**src/rtl/multi_alarm_pkg.sv**
```systemverilog
// Shared definitions for the multi-slot alarm controller: slot state encoding,
// BCD digit limits and the digit range check.
package multi_alarm_pkg;

    localparam int STATE_W = 2;

    typedef enum logic [STATE_W-1:0] {
        S_IDLE   = 2'd0,
        S_RING   = 2'd1,
        S_SNOOZE = 2'd2
    } slot_state_t;

    localparam logic [3:0] TENS_MAX = 4'd5;
    localparam logic [3:0] ONES_MAX = 4'd9;

    function automatic logic digit_ok(input logic is_tens, input logic [3:0] value);
        return is_tens ? (value <= TENS_MAX) : (value <= ONES_MAX);
    endfunction

endpackage

```
**src/rtl/multi_alarm_ctrl_slot.sv**
```systemverilog
// One alarm slot: stored MM:SS digits, enable bit and the ring/snooze/auto-silence
// state machine with its one-second countdown.
module alarm_slot
    import multi_alarm_pkg::*;
#(
    parameter int RING_SEC   = 30,
    parameter int SNOOZE_SEC = 60,
    parameter int CNT_W      = 7
) (
    input  logic        clk,
    input  logic        rst,
    input  logic        ld_mtens,
    input  logic        ld_mones,
    input  logic        ld_stens,
    input  logic        ld_sones,
    input  logic [3:0]  ld_num,
    input  logic        ena_set,
    input  logic        ena_clr,
    input  logic        match,
    input  logic        tick,
    input  logic        snooze,
    input  logic        dismiss,
    output logic [3:0]  mtens,
    output logic [3:0]  mones,
    output logic [3:0]  stens,
    output logic [3:0]  sones,
    output logic        ena,
    output slot_state_t state
);

    localparam logic [CNT_W-1:0] RING_LD   = CNT_W'(RING_SEC);
    localparam logic [CNT_W-1:0] SNOOZE_LD = CNT_W'(SNOOZE_SEC);

    logic [3:0]       mtens_reg, mones_reg, stens_reg, sones_reg;
    logic             ena_reg;
    slot_state_t      state_reg;
    logic [CNT_W-1:0] cnt_reg;

    logic mtens_ok, mones_ok, stens_ok, sones_ok, any_load;

    assign mtens_ok = ld_mtens && digit_ok(1'b1, ld_num);
    assign mones_ok = ld_mones && digit_ok(1'b0, ld_num);
    assign stens_ok = ld_stens && digit_ok(1'b1, ld_num);
    assign sones_ok = ld_sones && digit_ok(1'b0, ld_num);
    assign any_load = mtens_ok || mones_ok || stens_ok || sones_ok;

    always_ff @(posedge clk) begin
        if (rst) begin
            mtens_reg <= '0;
            mones_reg <= '0;
            stens_reg <= '0;
            sones_reg <= '0;
            ena_reg   <= 1'b0;
            state_reg <= S_IDLE;
            cnt_reg   <= '0;
        end else begin
            if (mtens_ok) mtens_reg <= ld_num;
            if (mones_ok) mones_reg <= ld_num;
            if (stens_ok) stens_reg <= ld_num;
            if (sones_ok) sones_reg <= ld_num;

            if (ena_clr)      ena_reg <= 1'b0;
            else if (ena_set) ena_reg <= 1'b1;

            // Editing or disabling the slot, or a dismiss, always returns it to quiet.
            if (any_load || ena_clr || dismiss) begin
                state_reg <= S_IDLE;
                cnt_reg   <= '0;
            end else if (snooze && state_reg == S_RING) begin
                state_reg <= S_SNOOZE;
                cnt_reg   <= SNOOZE_LD;
            end else if (tick) begin
                case (state_reg)
                    S_IDLE: begin
                        if (ena_reg && match) begin
                            state_reg <= S_RING;
                            cnt_reg   <= RING_LD;
                        end
                    end
                    S_RING: begin
                        if (cnt_reg <= 1) begin
                            state_reg <= S_IDLE;
                            cnt_reg   <= '0;
                        end else begin
                            cnt_reg <= cnt_reg - 1'b1;
                        end
                    end
                    S_SNOOZE: begin
                        if (cnt_reg <= 1) begin
                            state_reg <= S_RING;
                            cnt_reg   <= RING_LD;
                        end else begin
                            cnt_reg <= cnt_reg - 1'b1;
                        end
                    end
                    default: begin
                        state_reg <= S_IDLE;
                        cnt_reg   <= '0;
                    end
                endcase
            end
        end
    end

    assign mtens = mtens_reg;
    assign mones = mones_reg;
    assign stens = stens_reg;
    assign sones = sones_reg;
    assign ena   = ena_reg;
    assign state = state_reg;

endmodule

```
**src/rtl/multi_alarm_ctrl.sv**
```systemverilog
// N-slot alarm controller for the MM:SS clock: slot array, delayed one-second tick,
// ld_sel decode, selected-slot read mux and lowest-index ringing encoder.
module multi_alarm_ctrl
    import multi_alarm_pkg::*;
#(
    parameter int NUM_ALARMS = 4,
    parameter int IDX_W      = 2,
    parameter int RING_SEC   = 30,
    parameter int SNOOZE_SEC = 60,
    parameter int CNT_W      = 7
) (
    input  logic                  clk,
    input  logic                  rst,
    input  logic                  i_oneSecStrb,
    input  logic [3:0]            cur_Mtens,
    input  logic [3:0]            cur_Mones,
    input  logic [3:0]            cur_Stens,
    input  logic [3:0]            cur_Sones,
    input  logic [IDX_W-1:0]      ld_sel,
    input  logic                  ld_Mtens,
    input  logic                  ld_Mones,
    input  logic                  ld_Stens,
    input  logic                  ld_Sones,
    input  logic [3:0]            ld_num,
    input  logic                  ena_set,
    input  logic                  ena_clr,
    input  logic                  snooze,
    input  logic                  dismiss,
    output logic [3:0]            sel_Mtens,
    output logic [3:0]            sel_Mones,
    output logic [3:0]            sel_Stens,
    output logic [3:0]            sel_Sones,
    output logic                  sel_ena,
    output logic [NUM_ALARMS-1:0] alarm_ena,
    output logic [NUM_ALARMS-1:0] snoozed,
    output logic                  ring,
    output logic [IDX_W-1:0]      ring_idx
);

    // Delaying the strobe lets the clock datapath advance before slots compare.
    logic tick_reg;

    always_ff @(posedge clk) begin
        if (rst) tick_reg <= 1'b0;
        else     tick_reg <= i_oneSecStrb;
    end

    logic [3:0]            slot_mtens [NUM_ALARMS];
    logic [3:0]            slot_mones [NUM_ALARMS];
    logic [3:0]            slot_stens [NUM_ALARMS];
    logic [3:0]            slot_sones [NUM_ALARMS];
    slot_state_t           slot_state [NUM_ALARMS];
    logic [NUM_ALARMS-1:0] slot_ena;
    logic [NUM_ALARMS-1:0] ring_vec;

    generate
        for (genvar gi = 0; gi < NUM_ALARMS; gi++) begin : g_slot
            logic hit;
            logic match;

            // Only indices below NUM_ALARMS exist, so an out-of-range ld_sel hits nothing.
            assign hit   = (ld_sel == IDX_W'(gi));
            assign match = (slot_mtens[gi] == cur_Mtens) && (slot_mones[gi] == cur_Mones) &&
                           (slot_stens[gi] == cur_Stens) && (slot_sones[gi] == cur_Sones);

            alarm_slot #(
                .RING_SEC   (RING_SEC),
                .SNOOZE_SEC (SNOOZE_SEC),
                .CNT_W      (CNT_W)
            ) u_slot (
                .clk      (clk),
                .rst      (rst),
                .ld_mtens (hit & ld_Mtens),
                .ld_mones (hit & ld_Mones),
                .ld_stens (hit & ld_Stens),
                .ld_sones (hit & ld_Sones),
                .ld_num   (ld_num),
                .ena_set  (hit & ena_set),
                .ena_clr  (hit & ena_clr),
                .match    (match),
                .tick     (tick_reg),
                .snooze   (snooze),
                .dismiss  (dismiss),
                .mtens    (slot_mtens[gi]),
                .mones    (slot_mones[gi]),
                .stens    (slot_stens[gi]),
                .sones    (slot_sones[gi]),
                .ena      (slot_ena[gi]),
                .state    (slot_state[gi])
            );

            assign ring_vec[gi] = (slot_state[gi] == S_RING);
            assign snoozed[gi]  = (slot_state[gi] == S_SNOOZE);
        end
    endgenerate

    assign alarm_ena = slot_ena;
    assign ring      = |ring_vec;

    always_comb begin
        sel_Mtens = '0;
        sel_Mones = '0;
        sel_Stens = '0;
        sel_Sones = '0;
        sel_ena   = 1'b0;
        for (int i = 0; i < NUM_ALARMS; i++) begin
            if (ld_sel == IDX_W'(i)) begin
                sel_Mtens = slot_mtens[i];
                sel_Mones = slot_mones[i];
                sel_Stens = slot_stens[i];
                sel_Sones = slot_sones[i];
                sel_ena   = slot_ena[i];
            end
        end
    end

    always_comb begin
        ring_idx = '0;
        for (int i = NUM_ALARMS - 1; i >= 0; i--) begin
            if (ring_vec[i]) ring_idx = IDX_W'(i);
        end
    end

endmodule

```
**config.mk**
```make
export PLATFORM = sky130hd
export DESIGN_NAME = multi_alarm_ctrl
export DESIGN_NICKNAME = d
export VERILOG_FILES = /design/src/rtl/multi_alarm_pkg.sv /design/src/rtl/multi_alarm_ctrl_slot.sv /design/src/rtl/multi_alarm_ctrl.sv
export SDC_FILE = /design/constraint.sdc
export NUM_CORES = 1
export LEC_CHECK = 0
export BUFFER_PORTS_ARGS = -buffer_cell sky130_fd_sc_hd__clkbuf_2
export CAP_MARGIN = 0
export CORE_MARGIN = 2
export CORE_UTILIZATION = 56
export DETAILED_ROUTE_END_ITERATION = 10
export PLACE_DENSITY = 0.74
export REMOVE_ABC_BUFFERS = 1
export SYNTH_ARGS = -nofsm -noshare
export SYNTH_HDL_FRONTEND = slang
export SYNTH_SLANG_ARGS = --single-unit
```
**constraint.sdc**
```tcl
create_clock -name clk -period 2.78 [get_ports clk]
set_input_delay 0.139 -clock clk [delete_from_list [all_inputs] [get_ports clk]]
set_output_delay 0.139 -clock clk [all_outputs]
set_load 0.02 [all_outputs]
```
==> flow_metrics.tcl <==
set metrics [dict create \
    final-setup-viol-count 0 \
    end_kind "flip-flop" \
    critPathLaunchType "flip-flop" \
    grt_usage 0.290 \
    rsz0062_at_grt "no" \
    gp_congestion 0.922 \
    fin_tns_setup_ns 0 \
    period_needed_ns 2.27 \
    overflow 0 \
    finalMaxSlewViolations 0 \
    worst_pin_slew_ns 0.707 \
    die_x_um 110 \
    cts.clk_slew.worst_paths_ns 0.10 \
    ir_drop_mv 0.335 \
    die_y_um 110 \
    drc 0 \
    dieArea_um2 12100 \
    clock_latency_ns 0.40 \
    drt_first_iter_violations 541 \
    worstSetupStartpoint "g_slot[0].u_slot.mones[2]" \
    timing.hold.ws_ns 0.0450 \
    p_sw_mw 0.818 \
    crit_path_cell_trace "xor2_1 > nor4_1 > nand4_1 > o31ai_1 > nand2_1 > o221ai_1" \
    synth_top_area_frac 0.335 \
    maxClockFrequency_mhz 441 \
    r2r_start "g_slot[0].u_slot.mones[2]" \
    cts_tree "yes" \
    hold_class "in -> reg" \
    ys_seq_area_frac 0.335 \
    fin_nets 800 \
    r2r_cells 6 \
    cp_slowest_cell "nor4_1" \
    finalCritPeriodShare 0.816 \
    cts_buffers 9 \
    rr_endpoint "g_slot[0].u_slot.cnt_reg[4]" \
    grt_max_degree 69 \
    finalWirelength_um 16900 \
    synth.distinct_cells 64 \
    grt_pass1_vias 5251 \
    hold_buffers 1 \
    dr.pass1.iters 7 \
    antenna_found_initial 0 \
    io_buffer_count 60 \
    r2r_setup_slack_ns 0.51 \
    yosys_warnings 0 \
    h-tree-depth 3 \
    layout-drive-gt1-share 0.154 \
    rows 38 \
    cp.required_ns 3.09 \
    avgSynthCellArea_um2 8.71 \
    clkPwrFrac 0.352 \
    routed-via-count 5654 \
    power.leakage_nw 2.85 \
    cts_setup_buffers 0 \
    p_sw_frac 0.282 \
    area_growth_pct 9.00 \
    ys_seq_elements 105 \
    synthTopCellsByArea "dfxtp_1 34%, mux2i_1 8.9%, xor2_1 6.8%, mux4_2 6.1%, nor2_1 5.7%" \
    cellPowerDensity_nw_per_um2 425 \
    internal_power_mw 2.09 \
    worstSetupPathType "reg -> reg" \
    boundaryPins 61 \
    critPathArrivalTime_ns 2.58 \
    clkSinkCount 105 \
    synth-main-ff-cell "dfxtp_1" \
    synth_area_leader_cell "dfxtp_1" \
    max-cap-violations 0 \
    status "completed" \
    crit_fanout 4 \
    report.power.total_mw 2.90 \
    post_cts_resized 0 \
    post_drt_wl_per_cell_um 18.7 \
    viasPerCell 6.25 \
    ff_latch_area_um2 2100 \
    cts-root-buf "clkbuf_8" \
    synth_edf_count 0 \
    cp-endpoint "g_slot[0].u_slot.cnt_reg[4]" \
    clock_path_buffers 2 \
    max_slew_margin 0.528 \
    num_antenna_cells 0 \
    multi_input_area_um2 3890 \
    synthArstFlopShare 0 \
    hpwl_um 12800 \
    power_frac_seq 0.533 \
    hold_violations 0 \
    critPathMaxStageDelay_ns 0.55 \
    fillCellCount 935 \
    syn_inst 720 \
    finClkSkew_ns 0.0154 \
    start_util 0.576 \
    grt_pass1_wl_um 26500 \
    largest_reg_flops 28 \
    antenna_left 0 \
    comb_power_share 0.115 \
    core_area_um2 10900 \
    syn_area_um2 6270 \
]
==> synthesized netlist by cell type, drive strengths merged, types with 4 or more instances <==
| master | n |
|---|---|
| o211ai | 5 |
| a21oi | 53 |
| clkbuf | 27 |
| nor4 | 13 |
| nor2b | 16 |
| inv | 26 |
| buf | 13 |
| nand2 | 35 |
| mux4 | 17 |
| a211oi | 11 |
| or2 | 7 |
| and3b | 4 |
| ha | 8 |
| dfxtp | 105 |
| o31ai | 5 |
| nand3 | 22 |
| o22ai | 6 |
| mux2i | 56 |
| nor3 | 18 |
| and2 | 6 |
| nor3b | 6 |
| o21ai | 29 |
| a21boi | 4 |
| nor2 | 95 |
| a31oi | 11 |
| nand2b | 6 |
| nand4 | 8 |
| xor2 | 49 |
| xnor2 | 18 |
==> power groups by stage <==
stage	sequential, mW	clock (mW)	combinational, mW
after detailed placement	1.58	0	0.328
after floorplan	1.58	0	0.168
after global placement	1.58	0	0.324
final	1.55	1.02	0.335
after CTS	1.55	1.04	0.331
after global routing	1.55	1.09	0.361
==> cell usage in the layout, fill, tap and decap left out, types with 4 or more instances in the layout <==
cell type	instances
a211oi_1	9
a21boi_0	4
a21oi_1	50
a31oi_1	11
and2_1	6
and3b_1	4
buf_4	7
clkbuf_2	60
clkbuf_8	9
dfxtp_1	105
ha_1	8
inv_1	26
mux2i_1	56
mux4_2	17
nand2_1	35
nand2b_1	5
nand3_1	22
nand4_1	8
nor2_1	95
nor2b_1	15
nor3_1	17
nor3b_1	6
nor4_1	12
o211ai_1	5
o21ai_0	25
o21ai_1	4
o22ai_1	6
o31ai_1	5
or2_1	4
xnor2_1	18
xor2_1	49
==> worst max-delay path, delay by kind of cell (launching register included) <==
family / cells / cell delay, ns
flops: 1 / 0.34
xor+xnor: 1 / 0.18
compound gates: 2 / 0.70
simple gates: 3 / 0.96
==> cells by family after synthesis <==
group | Yosys count | synth area share
AO/OA/AOI/OAI | 149 | 0.152
XOR/XNOR | 67 | 0.0936
adder cells (fa/ha/maj) | 8 | 0.0160
buffers and inverters | 66 | 0.0447
flip-flops | 105 | 0.335
multiplexers | 74 | 0.152
AND/OR/NAND/NOR | 251 | 0.206
==> final cells by class <==
| class | instances | area share |
|---|---|---|
| clock inverters | 7 | 0.0124 |
| multi-input cells | 549 | 0.569 |
| flip-flops and latches | 105 | 0.308 |
| clock buffers | 9 | 0.0181 |
| repair buffers | 68 | 0.0531 |
| well taps | 140 | 0.0256 |
| inverters | 26 | 0.0143 |
==> per-stage QoR <==
step           area, um^2  worst slack, ns  std cells   util
6_report             6830            0.512        904  0.628
5_1_grt              6830            0.472        904  0.628
3_3_place_gp         6620            0.634        887  0.608
4_1_cts              6830            0.591        904  0.628
3_5_place_dp         6620            0.575        887  0.608
2_1_floorplan        6090            0.873        680      -
==> layer usage <==
layer	global-route usage	up-vias	wire length, um
li1	-	2663	-
met3	0.0688	50	1200
met4	0.130	0	595
met5	0	-	0
met2	0.459	226	7790
met1	0.373	2715	7320
==> worst min-delay path by stage <==
stage,from,endpoint,slack [ns],cells after the start
floorplan,rst,g_slot[2].u_slot.stens[0],0.21,1
global placement,i_oneSecStrb,tick_reg,0.38,2
detailed placement,i_oneSecStrb,tick_reg,0.38,2
CTS,ena_clr,g_slot[0].u_slot.ena,0.008,2
global route,ena_clr,g_slot[0].u_slot.ena,0.03,2
finish,ena_clr,g_slot[0].u_slot.ena,0.05,2
Power figures use the tool's default switching activity.
